**src/rtl/vga_gen.sv**
```systemverilog
// vga_gen: fixed 640x480 @ 60 Hz VGA timing and test-pattern generator.
// Pixel clock 25 MHz; colour bars on rows 0..359, 16-step grey ramp on rows
// 360..479. All outputs are registered (one clock behind the counters).
// Optional feature macro: VGA_BORDER_EN draws a 1-pixel white frame around
// the visible area.
module vga_gen (
  input  logic clk,
  input  logic rst,
  output logic r0,
  output logic r1,
  output logic r2,
  output logic r3,
  output logic g0,
  output logic g1,
  output logic g2,
  output logic g3,
  output logic b0,
  output logic b1,
  output logic b2,
  output logic b3,
  output logic hs,
  output logic vs
);

  localparam logic [9:0] H_VIS    = 10'd640;
  localparam logic [9:0] H_SYNC_S = 10'd656;
  localparam logic [9:0] H_SYNC_E = 10'd751;
  localparam logic [9:0] H_MAX    = 10'd799;
  localparam logic [9:0] V_VIS    = 10'd480;
  localparam logic [9:0] V_SYNC_S = 10'd490;
  localparam logic [9:0] V_SYNC_E = 10'd491;
  localparam logic [9:0] V_MAX    = 10'd524;
  localparam logic [9:0] V_RAMP   = 10'd360;

  logic [9:0]  count_h;
  logic [9:0]  count_v;
  logic        blank_h;
  logic        blank_v;
  logic [2:0]  bar;
  logic [3:0]  level;
  logic [11:0] pix;
  logic        hs_d;
  logic        vs_d;
  logic [11:0] rgb_q;
  logic        hs_q;
  logic        vs_q;

  // Horizontal pixel counter, 0..799 free-running
  always_ff @(posedge clk or negedge rst) begin
    if (!rst) begin
      count_h <= '0;
    end else if (count_h == H_MAX) begin
      count_h <= '0;
    end else begin
      count_h <= count_h + 10'd1;
    end
  end

  // Vertical line counter, advances on each line wrap, 0..524
  always_ff @(posedge clk or negedge rst) begin
    if (!rst) begin
      count_v <= '0;
    end else if (count_h == H_MAX) begin
      if (count_v == V_MAX) begin
        count_v <= '0;
      end else begin
        count_v <= count_v + 10'd1;
      end
    end
  end

  assign blank_h = (count_h >= H_VIS);
  assign blank_v = (count_v >= V_VIS);
  assign hs_d    = !((count_h >= H_SYNC_S) && (count_h <= H_SYNC_E));
  assign vs_d    = !((count_v >= V_SYNC_S) && (count_v <= V_SYNC_E));

  // Bar index = count_h / 80, formed by counting crossed 80-pixel boundaries
  always_comb begin
    bar = '0;
    for (int unsigned k = 1; k < 8; k++) begin
      if (count_h >= 10'(k * 80)) begin
        bar = bar + 3'd1;
      end
    end
  end

  // Grey level = count_h / 40, formed by counting crossed 40-pixel boundaries
  always_comb begin
    level = '0;
    for (int unsigned k = 1; k < 16; k++) begin
      if (count_h >= 10'(k * 40)) begin
        level = level + 4'd1;
      end
    end
  end

  // Pixel colour for the current beam position (black while blanked)
  always_comb begin
    pix = '0;
    if (!blank_h && !blank_v) begin
      if (count_v < V_RAMP) begin
        case (bar)
          3'd0:    pix = 12'hFFF;
          3'd1:    pix = 12'hFF0;
          3'd2:    pix = 12'h0FF;
          3'd3:    pix = 12'h0F0;
          3'd4:    pix = 12'hF0F;
          3'd5:    pix = 12'hF00;
          3'd6:    pix = 12'h00F;
          default: pix = 12'h000;
        endcase
      end else begin
        pix = {level, level, level};
      end
`ifdef VGA_BORDER_EN
      if ((count_h == 10'd0) || (count_h == H_VIS - 10'd1) ||
          (count_v == 10'd0) || (count_v == V_VIS - 10'd1)) begin
        pix = 12'hFFF;
      end
`endif
    end
  end

  // Output registers: colour and sync share the same one-clock latency
  always_ff @(posedge clk or negedge rst) begin
    if (!rst) begin
      rgb_q <= '0;
      hs_q  <= 1'b1;
      vs_q  <= 1'b1;
    end else begin
      rgb_q <= pix;
      hs_q  <= hs_d;
      vs_q  <= vs_d;
    end
  end

  assign {r3, r2, r1, r0} = rgb_q[11:8];
  assign {g3, g2, g1, g0} = rgb_q[7:4];
  assign {b3, b2, b1, b0} = rgb_q[3:0];
  assign hs = hs_q;
  assign vs = vs_q;

endmodule

```
**config.mk**
```make
export PLATFORM = sky130hd
export DESIGN_NAME = vga_gen
export DESIGN_NICKNAME = d
export VERILOG_FILES = /design/src/rtl/vga_gen.sv
export SDC_FILE = /design/constraint.sdc
export NUM_CORES = 1
export LEC_CHECK = 0
export BUFFER_PORTS_ARGS = -buffer_cell sky130_fd_sc_hd__buf_2
export CORE_ASPECT_RATIO = 1.25
export CORE_MARGIN = 2
export CORE_UTILIZATION = 40
export DETAILED_ROUTE_END_ITERATION = 10
export PLACE_DENSITY = 0.54
export SLEW_MARGIN = 30
export SYNTH_ARGS = -nofsm -noshare
export SYNTH_HDL_FRONTEND = slang
export SYNTH_SLANG_ARGS = --single-unit
```
**constraint.sdc**
```tcl
create_clock -name clk -period 7.2 [get_ports clk]
set_input_delay 0.36 -clock clk [delete_from_list [all_inputs] [get_ports clk]]
set_output_delay 0.36 -clock clk [all_outputs]
set_load 0.005 [all_outputs]
```
==> impl_metrics.py, run 1 <==
metrics = {
    "status": {
        "status": "finished clean",
    },
    "timing": {
        "rsz0062_at_grt": "true",
        "finalSetupViolCount": 0,
        "period_share": 0.990,
        "drv_slew": 0,
        "hold_viol_final": 0,
        "hold_slack_ns": 0.130,
        "max_slew.worst_pin.slew_ns": 0.729,
        "post-route-min-period_ns": 7.13,
        "fin_ws_ns": 0.0708,
        "fin_worst_skew_ns": 0.0110,
        "fmax_mhz": 140,
        "slew_headroom": 0.508,
    },
    "setup_path": {
        "max_stage_delay_ns": 0.47,
        "slowest_stage": "dfrtp_2",
        "cp.required_ns": 7.35,
        "cp-end-kind": "flop",
        "arrival_ns": 7.28,
        "critPathLaunchType": "flop",
        "cp_max_fo": 6,
        "worstSetupPathType": "reg2reg",
        "cp_common_cell": "ha_1",
    },
    "power": {
        "swShare": 0.189,
        "fin_total_pwr_uw": 407,
        "total_leakage_power_nw": 1.82,
        "p_seq_frac": 0.469,
        "pwr-share-clk": 0.522,
        "ir_drop_mv": 0.114,
        "p_int_uw": 330,
        "cellPowerDensity_nw_per_um2": 96.8,
        "switchingPower_uw": 77.1,
        "p_comb_frac": 0.009,
    },
    "synthesis": {
        "synth_seq_cells": 34,
        "synthDistinctLibCells": 66,
        "synth_xor_area_frac": 0.175,
        "muxShareOfSynthArea": 0.0341,
        "synth_edf_count": 0,
        "synth_top_family_by_area": "simple AND/OR/NAND/NOR gates",
        "syn-num-nets": 432,
        "postSynthAreaPerCell_um2": 8.38,
        "async_flop_share": 1.00,
        "yosys.area_share.simple": 0.223,
        "yosys_most_used_dff": "dfrtp_1",
        "ys.warnings.count": 0,
        "synthesis.area_um2": 3410,
        "synth_compound_area_frac": 0.188,
        "syn_inst": 407,
        "synthAdderAreaFrac": 0.0844,
        "seq_area_frac_synth": 0.250,
    },
    "global_route": {
        "antenna_found_initial": 0,
        "grt.overflow.total": 0,
        "grt_use_met2": 0.330,
        "use_met3": 0.0200,
        "grt_util_met1": 0.240,
        "top_usage_layer": "met2",
        "grt_start_max_net_pins": 35,
        "grt_pass1_wl_mm": 14.2,
        "track_usage": 0.188,
        "grt_pass1_vias": 2999,
    },
    "route": {
        "finalWirelength_mm": 8.31,
        "avgRoutedWirePerCell_um": 15.1,
        "drc": 0,
        "vias": 3049,
        "drtPass1Iterations": 4,
        "vias_per_cell": 5.53,
        "antenna_left": 0,
        "first_iter_violations": 91,
    },
    "layout": {
        "nets": 478,
        "area_delta_synth_final_pct": 23.3,
        "drive_gt1_frac": 0.275,
        "diodes": 0,
        "finish.utilization": 0.510,
        "fin_area_um2": 4200,
    },
    "hold_path": {
        "hold_class": "in2async",
    },
    "cts": {
        "cts_tree": "built",
        "cts.path.max_buffers": 2,
        "htree_levels": 2,
        "clock_latency_ns": 0.29,
        "holdBufCountCts": 0,
        "cts_root_buffer": "clkbuf_8",
        "cts_buffers": 5,
        "clock-sinks": 34,
        "clk_pin_slew_ns": 0.08,
    },
    "floorplanning": {
        "die_w_um": 86.6,
        "dieArea_um2": 9290,
        "die_y_um": 107,
        "initial_core_util": 0.414,
        "ios": 16,
        "row_count": 37,
        "core-area_um2": 8240,
    },
    "placement": {
        "dpl.hpwl_mm": 6.13,
        "preCtsSetupSlack_ns": -0.296,
        "gp_congestion": 0.817,
        "io_buffer_count": 15,
        "placed_area_um2": 3780,
    },
    "job": {
        "cap_viol_max_count": 0,
    },
}
-- flip-flops by register name (all words and copies together), names as in the netlist --
name     cells
rgb_q       12
hs           1
vs           1
count_v     10
count_h     10
-- power by group through the flow --
stage | registers, mW | logic (mW) | clock network [mW]
finish | 0.191 | 0.00368 | 0.212
detailed placement | 0.195 | 0.00409 | 0
global route | 0.191 | 0.00468 | 0.227
CTS | 0.191 | 0.00408 | 0.219
global placement | 0.195 | 0.00392 | 0
floorplan | 0.195 | 0.00000113 | 0
-- repair_timing --
item / in CTS / in global routing
endpoints found under the setup margin: 9 / 9
setup buffers: 3 / 11
pin swaps: 8 / 27
gates resized for setup: 13 / 30
-- stage by stage --
stage	TNS, ns	std cells
floorplan	0	407
global placement	-0.858	529
detailed placement	-1.59	529
CTS	0	540
global route	-2.69	551
finish	0	551
-- critical path: cells and delay by family (launching register included) --
family | cells | cell delay, ns
multiplexers | 1 | 0.07
buffers and inverters | 5 | 0.31
flip-flops | 1 | 0.47
XOR/XNOR | 6 | 0.89
adder cells (fa/ha/maj) | 7 | 1.86
AND/OR/NAND/NOR | 13 | 1.31
AO/OA/AOI/OAI | 11 | 2.08
-- Yosys cell counts (all sizes together), types with 5 or more instances --
| library cell | instances | area share |
|---|---|---|
| a21oi | 16 | 0.023 |
| a311oi | 5 | 0.013 |
| and3 | 7 | 0.013 |
| buf | 8 | 0.015 |
| clkbuf | 10 | 0.011 |
| dfrtp | 32 | 0.23 |
| ha | 23 | 0.084 |
| inv | 17 | 0.019 |
| mux2 | 5 | 0.017 |
| mux2i | 6 | 0.018 |
| nand2 | 48 | 0.053 |
| nand2b | 5 | 0.0092 |
| nand3 | 14 | 0.021 |
| nand4 | 7 | 0.013 |
| nor2 | 37 | 0.041 |
| nor3 | 17 | 0.028 |
| o21ai | 24 | 0.036 |
| xnor2 | 33 | 0.096 |
| xor2 | 22 | 0.059 |
-- layer usage --
layer	vias up	wire length [µm]
met5	-	0
met4	0	107
met3	8	145
met2	36	4220
met1	1460	3830
li1	1545	-
-- final timing paths --
check / depth (start not counted) / end / slack [ns] / from
min in group clk: 1 / count_h[0]$_DFF_PN0_ / 0.51 / count_h[0]$_DFF_PN0_
worst max register to register: 43 / rgb_q[6]$_DFF_PN0_ / 0.07 / count_h[9]$_DFF_PN0_
max in group asynchronous: 1 / count_h[8]$_DFF_PN0_ / 6.56 / rst
worst min-delay path: 1 / count_v[2]$_DFFE_PN0N_ / 0.13 / rst
worst max-delay path: 43 / rgb_q[6]$_DFF_PN0_ / 0.07 / count_h[9]$_DFF_PN0_
worst min register to register: 1 / count_h[0]$_DFF_PN0_ / 0.51 / count_h[0]$_DFF_PN0_
-- kinds of logic (layout without fill, tap and decap cells) --
kind of cell | after synthesis | in the layout
and+or+nand+nor | 156 | 156
AOI/OAI and AO/OA | 89 | 89
xor gates and xnor gates | 58 | 58
buffers and inverters | 36 | 83
DFF | 34 | 34
adders and majority gates | 23 | 23
muxes | 11 | 11
-- final cells by class --
cell class | instances | area [µm²]
clock inverters | 3 | 68.8
inverters | 18 | 70.1
repair buffers | 57 | 394
well taps | 97 | 121
multi-input cells | 337 | 2620
fillers | 820 | 4040
flip-flops and latches | 34 | 857
clock buffers | 5 | 68.8
-- layout by cell type, fill, tap and decap left out, types with 3 or more instances in the layout --
master    netlist  layout
clkbuf_8        0       5
xnor2_1        31      30
nor2_2          0       5
a21oi_1        16      13
nand2_1        48      45
nor2_1         37      32
dfrtp_1        32      29
nand2_2         0       3
o31ai_1         4       4
mux2i_1         6       6
nor3_2          2       5
a311oi_1        5       3
buf_2           4      15
dfrtp_2         0       3
and3_1          7       7
nand2b_1        5       5
a21o_1          3       3
o21ai_0        22      21
ha_4            0       4
buf_4           0      41
o211a_1         4       4
nor3_1         15      10
nand4_1         7       7
xor2_1         21      21
inv_1          16      14
ha_1           23      19
nand3_1        14      12
o21a_1          4       4
mux2_2          5       5
or3_1           3       3
a21boi_1        0       3
Power figures use the tool's default switching activity.
==> inputs of run 2 (changes only) <==
--- a/config.mk
+++ b/config.mk
@@ -11,6 +11,7 @@
 export CORE_UTILIZATION = 40
 export DETAILED_ROUTE_END_ITERATION = 10
 export PLACE_DENSITY = 0.54
+export REMOVE_ABC_BUFFERS = 1
 export SLEW_MARGIN = 30
 export SYNTH_ARGS = -nofsm -noshare
 export SYNTH_HDL_FRONTEND = slang
==> impl_metrics.py, run 2 (synthesized netlist as in run 1, its figures left out) <==
metrics = {
    "power": {
        "ir_drop_mv": 0.0531,
        "cellPowerDensity_nw_per_um2": 80.8,
        "total_leakage_power_nw": 1.84,
        "swShare": 0.217,
        "p_int_uw": 268,
        "p_comb_frac": 0.011,
        "pwr-share-clk": 0.432,
        "p_seq_frac": 0.558,
        "switchingPower_uw": 74.5,
    },
    "setup_path": {
        "max_stage_delay_ns": 0.42,
        "worstSetupPathType": "reg2reg",
        "slowest_stage": "dfrtp_1",
        "critPathTopFamily": "compound AO/OA/AOI/OAI gates",
        "cp_max_fo": 4,
        "cp-end-kind": "flop",
        "critPathBufInv": 5,
        "cp.required_ns": 7.35,
        "cp_common_cell": "nor2_1",
        "critPathLaunchType": "flop",
        "arrival_ns": 7.05,
    },
    "layout": {
        "drive_gt1_frac": 0.291,
        "fin_cells": 558,
        "diodes": 0,
        "nets": 485,
        "mostFrequentLayoutCell": "buf_4",
        "fin_area_um2": 4240,
        "area_delta_synth_final_pct": 24.3,
        "finish.utilization": 0.514,
        "regMostFlops": "rgb_q",
        "layout_common_cells": "48 x buf_4, 46 x nand2_1, 34 x nor2_1",
        "top_regs": "rgb_q: 12 flops, count_h: 10 flops, count_v: 10 flops",
        "largest_reg_flops": 12,
    },
    "timing": {
        "drv_slew": 0,
        "fmax_mhz": 145,
        "post-route-min-period_ns": 6.90,
        "slew_headroom": 0.515,
        "fin_worst_skew_ns": 0.0153,
        "fin_tns_setup_ns": 0,
        "max_slew.worst_pin.slew_ns": 0.727,
        "rsz0062_at_grt": "true",
        "period_share": 0.958,
        "hold_viol_final": 0,
        "finalSetupViolCount": 0,
        "fin_ws_ns": 0.303,
    },
    "global_route": {
        "grt_start_max_net_pins": 35,
        "antenna_found_initial": 0,
        "grt_pass1_wl_mm": 14.2,
        "grt_pass1_vias": 3095,
        "grt.overflow.total": 0,
        "track_usage": 0.191,
    },
    "floorplanning": {
        "core-area_um2": 8240,
        "die_y_um": 107,
        "dieArea_um2": 9290,
        "ios": 16,
        "row_count": 37,
        "die_w_um": 86.6,
        "initial_core_util": 0.414,
    },
    "hold_path": {
        "hold_class": "in2async",
    },
    "placement": {
        "gp_congestion": 0.825,
        "dpl.hpwl_mm": 6.37,
        "preCtsSetupSlack_ns": -0.380,
        "dpl.cell_count": 542,
        "placed_area_um2": 3830,
        "io_buffer_count": 15,
    },
    "cts": {
        "clock_latency_ns": 0.30,
        "htree_levels": 2,
        "holdBufCountCts": 0,
        "clk_pin_slew_ns": 0.08,
        "cts.path.max_buffers": 2,
        "cts_tree": "built",
        "cts_buffers": 5,
        "cts_root_buffer": "clkbuf_8",
        "clock-sinks": 34,
    },
    "job": {
        "cap_viol_max_count": 0,
    },
    "status": {
        "status": "finished clean",
    },
    "route": {
        "vias_per_cell": 5.61,
        "antenna_left": 0,
        "vias": 3131,
        "drc": 0,
        "avgRoutedWirePerCell_um": 14.9,
        "finalWirelength_mm": 8.34,
        "first_iter_violations": 141,
        "drtPass1Iterations": 4,
    },
}
## run 2: cell count changes in the layout (fill, tap and decap cells not counted), sizes merged
cell      delta
clkinvlp     +1
buf          +7
bufinv       -2
clkbuf       +1
## run 2: worst paths after layout
kind | start | endpoint | slack (ns) | cells past startpoint
worst max-delay path | count_h[4]$_DFF_PN0_ | rgb_q[6]$_DFF_PN0_ | 0.30 | 46
worst min-delay path | rst | count_v[3]$_DFFE_PN0N_ | 0.11 | 1
worst max register to register | count_h[4]$_DFF_PN0_ | rgb_q[6]$_DFF_PN0_ | 0.30 | 46
worst min register to register | count_h[0]$_DFF_PN0_ | count_h[0]$_DFF_PN0_ | 0.49 | 1
max in group asynchronous | rst | rgb_q[9]$_DFF_PN0_ | 6.61 | 1
min in group clk | count_h[0]$_DFF_PN0_ | count_h[0]$_DFF_PN0_ | 0.49 | 1
## run 2: metal layers
metal | part of all wire | global-route usage | vias to the layer above
li1 | - | - | 1558
met1 | 0.43 | 0.222 | 1497
met2 | 0.52 | 0.352 | 56
met3 | 0.027 | 0.0216 | 20
met4 | 0.024 | 0.0703 | 0
met5 | 0 | 0 | -
## run 2: area by class of cell
class	instances	area, µm²
Tap cell	97	121
Clock buffer	6	82.6
Fill cell	778	4000
Multi-Input combinational cell	337	2660
Sequential cell	34	853
Timing Repair Buffer	64	447
Inverter	18	67.6
Clock inverter	2	12.5
## run 2: repair_timing
action	4_1_cts	5_1_grt
hold endpoints to repair	0	0
resized for setup	14	40
endpoints found under the setup margin	9	9
pin swaps	6	38
setup buffers	2	6
## run 2: stage by stage
stage	hold slack, ns	total power [mW]
finish	0.109	0.342
global route	0.175	0.353
CTS	0.134	0.347
detailed placement	0.463	0.199
global placement	0.454	0.198
floorplan	0.0644	0.195
## run 2: power by group through the flow
stage | clock network [mW] | logic (mW) | registers (mW)
after global placement | 0 | 0.00387 | 0.195
after detailed placement | 0 | 0.00397 | 0.195
after CTS | 0.152 | 0.00398 | 0.191
final | 0.148 | 0.00362 | 0.191
after global routing | 0.157 | 0.00450 | 0.191
after floorplan | 0 | 0.00000107 | 0.195
